## config.mk

```make
export PLATFORM = sky130hd
export DESIGN_NAME = toggle_prescaler
export DESIGN_NICKNAME = d
export VERILOG_FILES = /design/src/rtl/toggle_prescaler.sv
export SDC_FILE = /design/constraint.sdc
export NUM_CORES = 1
export LEC_CHECK = 0
export CAP_MARGIN = 40
export CORE_MARGIN = 4
export CORE_UTILIZATION = 40
export DETAILED_ROUTE_END_ITERATION = 6
export PLACE_DENSITY = 0.7
export SYNTH_ARGS = -nofsm -noshare
export SYNTH_HDL_FRONTEND = slang
export SYNTH_SLANG_ARGS = --single-unit
export TNS_END_PERCENT = 5
```

## constraint.sdc

```tcl
create_clock -name clk -period 4.7 [get_ports clk]
set_input_delay 0.705 -clock clk [delete_from_list [all_inputs] [get_ports clk]]
set_output_delay 0.705 -clock clk [all_outputs]
set_load 0.05 [all_outputs]
```

## src/rtl/toggle_prescaler.sv

```systemverilog
// rtl/toggle_prescaler.sv - programmable T-enable pulse generator for a downstream toggle flop (option: TPRE_ALIGNED_RELOAD_EN)
module toggle_prescaler #(
  parameter int WIDTH       = 8,
  parameter int DEFAULT_DIV = 4
) (
  input  logic             clk,
  input  logic             rst_n,
  input  logic             run,
  input  logic [WIDTH-1:0] div_data,
  input  logic             div_valid,
  output logic             div_ready,
  output logic             t,
  output logic             q_mirror,
  output logic [WIDTH-1:0] count,
  output logic             busy
);

  typedef enum logic {IDLE, RUN} state_t;

  localparam logic [WIDTH-1:0] RESET_DIV = WIDTH'(DEFAULT_DIV);
  localparam logic [WIDTH-1:0] ONE       = WIDTH'(1);

  state_t           state_q, state_d;
  logic [WIDTH-1:0] count_q, count_d;
  logic             t_q, t_d;
  logic             qm_q, qm_d;
  logic [WIDTH-1:0] div_q, div_d;
  logic             rdy_q, rdy_d;

`ifdef TPRE_ALIGNED_RELOAD_EN
  logic [WIDTH-1:0] pend_q, pend_d;
  logic             pend_vld_q, pend_vld_d;
`endif

  logic [WIDTH-1:0] term;
  logic             at_tc;
  logic             xfer;

  // Next-state logic: FSM, terminal-count pulse, and divisor reload policy
  always_comb begin
    state_d = state_q;
    count_d = count_q;
    t_d     = 1'b0;
    qm_d    = qm_q;
    div_d   = div_q;
    rdy_d   = 1'b1;
    // D = 0 is treated as D = 1, so the terminal count is 0 in both cases
    term    = (div_q == '0) ? '0 : (div_q - ONE);
    at_tc   = (count_q == term);
    xfer    = div_valid && rdy_q;
`ifdef TPRE_ALIGNED_RELOAD_EN
    pend_d     = pend_q;
    pend_vld_d = pend_vld_q;
`endif

    case (state_q)
      IDLE: begin
        count_d = '0;
        if (run) state_d = RUN;
      end
      RUN: begin
        if (!run) begin
          state_d = IDLE;
          count_d = '0;
        end else if (at_tc) begin
          count_d = '0;
          t_d     = 1'b1;
          qm_d    = ~qm_q;
        end else begin
          count_d = count_q + ONE;
        end
      end
      default: state_d = IDLE;
    endcase

`ifdef TPRE_ALIGNED_RELOAD_EN
    // Pending divisor waits for a period boundary so pulse spacing is never cut short
    if (pend_vld_q && ((state_q == IDLE) || ((state_q == RUN) && run && at_tc))) begin
      div_d      = pend_q;
      pend_vld_d = 1'b0;
    end
    if (xfer) begin
      pend_d     = div_data;
      pend_vld_d = 1'b1;
    end
    rdy_d = ~pend_vld_d;
`else
    // Immediate reload restarts the period; a coincident terminal-count pulse is dropped
    if (xfer) begin
      div_d   = div_data;
      count_d = '0;
      t_d     = 1'b0;
      qm_d    = qm_q;
    end
`endif
  end

  // State registers with synchronous active-low reset
  always_ff @(posedge clk) begin
    if (!rst_n) begin
      state_q <= IDLE;
      count_q <= '0;
      t_q     <= 1'b0;
      qm_q    <= 1'b0;
      div_q   <= RESET_DIV;
      rdy_q   <= 1'b0;
`ifdef TPRE_ALIGNED_RELOAD_EN
      pend_q     <= '0;
      pend_vld_q <= 1'b0;
`endif
    end else begin
      state_q <= state_d;
      count_q <= count_d;
      t_q     <= t_d;
      qm_q    <= qm_d;
      div_q   <= div_d;
      rdy_q   <= rdy_d;
`ifdef TPRE_ALIGNED_RELOAD_EN
      pend_q     <= pend_d;
      pend_vld_q <= pend_vld_d;
`endif
    end
  end

  assign div_ready = rdy_q;
  assign t         = t_q;
  assign q_mirror  = qm_q;
  assign count     = count_q;
  assign busy      = (state_q == RUN);

endmodule

```

Word level (Yosys, flattened, before mapping) --
Index checks and enable logic that the tools add are counted.
Storage, ports and cells: output and inout bits 12, input port bits 12, bits in registers 20, logic and storage cells 26
Operators by class: bitwise logic cells 5, reduce and logical (&&, ||, !) cells 5, add/sub/neg operators 2, equality and inequality tests 1, multiplexer cells 7
Operators by type and width (number):
- $mux 8 | 3
- $pmux 8 s2 | 1
- $add 8x1->8 const B | 1
- $eq 8x8->1 | 1
- $logic_not 8->1 | 1
- $sub 8x1->8 const B | 1
- $not 1->1 | 5
- $reduce_and 4->1 | 1
- $reduce_or 4->1 | 1
- $mux 1 | 3
- $reduce_or 2->1 | 1
- $logic_and 1x1->1 | 1

Longest topological paths before layout --
word-level depth 6, depth in mapped cells 8, mapped depth without buffers 8

Worst setup path before layout --
No wires, ideal clock.
kind register to register, start reg div_q[0], end reg t_q, in the netlist t, data arrival time 2.219 ns, period minus slack after synthesis 2.334 ns, setup time 0.115 ns, slack 2.366 ns, cell stages (with the launch flop) 9, data required time 4.585 ns, buffers on the path 0, cells stage by stage dfxtp_1 -> inv_1 -> ha_1 -> nor4b_1 -> a21oi_1 -> mux2_2 -> a311oi_1 -> nor4_4 -> and2_1
On the way: word-level cells in the longest chain between the ends 4, elaborated cells between the ends (all ways) 5, those cells by class add/sub (1); eq/ne (1); mux (2); reduce/logical (1)
RTL lines:
- start: declaration | line 27 | logic [WIDTH-1:0] div_q, div_d;
- start signal: assignment | line 116 | div_q <= div_d;
- $sub 8x1->8 / $logic_not 8->1 (equally long branches) | line 48 | term = (div_q == '0) ? '0 : (div_q - ONE);
- $mux 8 * | line 48
- $eq 8x8->1 * | line 49 | at_tc = (count_q == term);
- $mux 1 * | line 65 | end else if (at_tc) begin
- end signal: assignment | line 114 | t_q <= t_d;
- end: declaration | line 25 | logic t_q, t_d;
Every way passes the cells marked *; elsewhere a longest branch is shown, timed or not. A chain may end at the register's enable or synchronous reset.

Worst setup path in the final report --
Same ends and word-level chain as after synthesis.

==> out/results.md <==
| Stage | Metric | Reported |
| --- | --- | --- |
| status | Status | completed |
| clock network | # Post-CTS Setup Buffers | 0 |
| die | Initial standard-cell utilization of the core | 41.3% |
| timing | Slew Viols, Final | 0 |
| global routing | Largest net degree at the start of global routing | 14 |
| clock network | Clock transition at the registers of the reported paths | 100 ps |
| yosys | Netlist Area Pre-Place | 0.00113 sq mm |
| timing | Crit path time final | 2700 ps |
| drt | DRC marker count from the first detailed-route iteration | 25 |
| setup path | Critical Path Source Type | flop |
| setup path | Critical Path AT | 2890 ps |
| power and ir drop | Leakage dissipation | 0.512 nW |
| setup path | CP Max Fanout | 9 |
| timing | Slew at the pin closest to its max-slew limit | 719 ps |
| yosys | Number of distinct standard cells referenced by the synthesized netlist | 34 |
| placement | Port Buf Inserts | 23 |
| power and ir drop | Total power of the final layout | 317 uW |
| drt | Drt wl/cell | 12.5 um |
| setup path | Endpoint class of the critical path | flop |
| timing | Final setup fails | 0 |
| final layout | Count of inserted antenna diode cells | 0 |
| die | Placement Rows | 19 |
| timing | Post-route setup slack | 2000 ps |
| job | Number of max-capacitance violations reported | 0 |
| placement | Post-DP HPWL | 1.83 mm |
| die | Die area | 0.00374 sq mm |
| yosys | Avg Cell Area, Syn | 8.37 sq um |
| clock network | Clock root buffer master | clkbuf_4 |
| setup path | Worst path slowest cell | nor4b_1 |
| global routing | Vias in the first global route | 889 |
| placement | Worst setup timing slack at the placement stage | 2060 ps |
| clock network | Number of H-tree levels | 1 |
| yosys | Primary FF master, synth | dfxtp_1 |
| yosys | Sequential fraction of the synthesis area | 35.4% |
| final layout | Final nets | 173 |
| setup path | Top delay family on crit path | simple AND/OR/NAND/NOR gates |
| final layout | Most used cells in the layout excluding fill and tap cells | nand2_1, clkdlybuf4s50_1, dfxtp_1 |
| timing | Min Hold Slack | 479 ps |
| timing | Setup TNS | 0 ps |
| final layout | Most common cell after layout, fill and taps aside | nand2_1 |
| clock network | Longest Clk Path Bufs | 2 |
| die | Die width | 61.1 um |
| global routing | Initial antenna violation count | 0 |
| drt | Final Routed Wirelength | 2.34 mm |
| final layout | Final Non-Filler Cells | 188 |
| die | Vertical extent of the die | 61.1 um |
| final layout | Ratio of cells with drive above 1 in the final layout | 7.01% |
| final layout | Multi-input logic area | 696 sq um |
| setup path | Required time at the endpoint of the critical path | 4890 ps |
| final layout | Relative area change from synthesis to final layout | 24.5% |
| setup path | Start point of the critical path | div_q[0]$_SDFFE_PN0P_ |
| worst hold path | Path type of the worst min-delay path | reg -> reg |
| timing | Maximum clock frequency | 371 MHz |
| die | Count of boundary I/O pins | 24 |
| clock network | Quantity of hold-fixing buffers added after cts | 0 |
| timing | RSZ-0062 raised after global routing | no |
| global routing | Wire length of the first global-routing pass | 3.86 mm |
| final layout | Final standard cell area without fillers | 0.00141 sq mm |
| yosys | Warning count from the yosys run | 0 |
| drt | Vias per inst | 5.19 |
| placement | Instance count after placement with tap cells included | 185 |
| yosys | Synth Instances | 135 |
| die | Area of the core region | 0.00273 sq mm |
| drt | Antenna Nets Post-Route | 0 |
| clock network | Post-CTS Resized | 0 |
| global routing | Aggregate global routing overflow | 0 |
| yosys | Share of synthesized flip-flops with an asynchronous set or reset | 0% |
| final layout | Fraction of the core area covered by cells at the end of the flow | 51.4% |
| worst hold path | Hold path startpoint | q_mirror$_SDFFE_PN0P_ |
| timing | Max-slew headroom | 51.4% |
| setup path | Cell breakdown of the critical path | inv_1 -> ha_1 -> nor4b_1 -> a21oi_1 -> mux2_2 -> a311oi_1 -> nor4_4 -> and2_1 |
| setup path | Kind of critical path | reg -> reg |
| yosys | Synthesized net count | 149 |
| yosys | Count of flip-flops with a built-in enable after synthesis | 0 |
| drt | Final routed DRC violation total | 0 |
| setup path | Delay of the slowest cell on the worst path | 620 ps |
| power and ir drop | IR Drop Worst-Case VDD | 152 uV |
| final layout | Register Area | 400 sq um |
| drt | DRT Pass-1 Iters | 4 |
| yosys | FF+latch count, synth | 20 |
| placement | Routability congestion estimate from global placement | 0.869 |
| setup path | Critical register-to-register path startpoint | div_q[0]$_SDFFE_PN0P_ |
| clock network | Clock buffers created by TritonCTS | 3 |
| final layout | Final-layout fill cell count | 242 |
| timing | Hold Violations, Final | 0 |
| clock network | Clock tree from TritonCTS | built |
| drt | Routed via count | 975 |
| timing | Final period util | 57.4% |
| clock network | Sinks on the clock net | 20 |
| setup path | Crit path buffers/inverters | 1 |
| placement | Placement Cell Area | 0.00138 sq mm |
| timing | Fin Clk Skew | 3.88 ps |
| global routing | Total global-route track usage | 13.5% |
| clock network | Clock latency at the later pin of the worst-skew pair | 290 ps |
| power and ir drop | Total power per unit cell area | 226 mW/mm^2 |
[cells in the mapped netlist (all sizes together), types with 2 or more instances]
cell	count	area, sq um
nor4b	2	17.5
nor2	8	30.0
nor4	3	33.8
clkbuf	3	11.3
and3	3	18.8
nand3	7	40.0
nor3b	3	22.5
a21boi	8	60.1
dfxtp	20	400
nand2	26	97.6
ha	2	25.0
a21oi	3	15.0
xor2	3	26.3
nand2b	2	12.5
xnor2	9	78.8
and2	4	25.0
o21a	2	15.0
o21ai	3	15.0
mux2i	2	20.0
nor3	5	25.0
or4	2	22.5
inv	5	18.8
[where the power goes]
group          switching [mW]  total (mW)  internal (mW)
registers             0.00578       0.180          0.174
logic                  0.0307      0.0603         0.0296
clock network          0.0476      0.0773         0.0298
[final cells by class]
type                            count  share of cell area (%)
Clock buffer                        3                    1.60
Inverter                            5                    1.33
Multi-Input combinational cell    106                    49.5
Sequential cell                    20                    28.5
Tap cell                           31                    2.76
Timing Repair Buffer               23                    16.4
[cells by family (layout without fill, tap and decap cells)]
family	count (synthesis)	in the layout	share of synthesized area [%]
AND/OR/NAND/NOR	69	69	34.9
buffers and inverters	9	31	2.99
flip-flops	20	20	35.4
multiplexers	3	3	2.77
AO/OA/AOI/OAI	20	20	12.4
adder cells (fa/ha/maj)	2	2	2.21
XOR/XNOR	12	12	9.30
[worst min-delay path: stages (launching register included)]
cell and delay (ps):
dfxtp_1 330, nand2_1 50, mux2i_1 60
[registers in the layout, indices dropped and copies added (netlist names)]
signal,cells
count,8
div_q,8
busy,1
div_ready,1
q_mirror,1
t,1
[worst paths after layout]
check | cells past startpoint | to | slack, ps
min | 2 | q_mirror$_SDFFE_PN0P_ | 480
min reg2reg | 2 | q_mirror$_SDFFE_PN0P_ | 480
max reg2reg | 8 | t$_SDFF_PP0_ | 2000
max | 8 | t$_SDFF_PP0_ | 2000
[metal layers]
layer,GRT usage (%),wire length (um)
met1,18.5,1150
met2,20.7,1100
met3,2.52,78
met4,5.57,17
met5,0,0
Power figures use the tool's default switching activity.
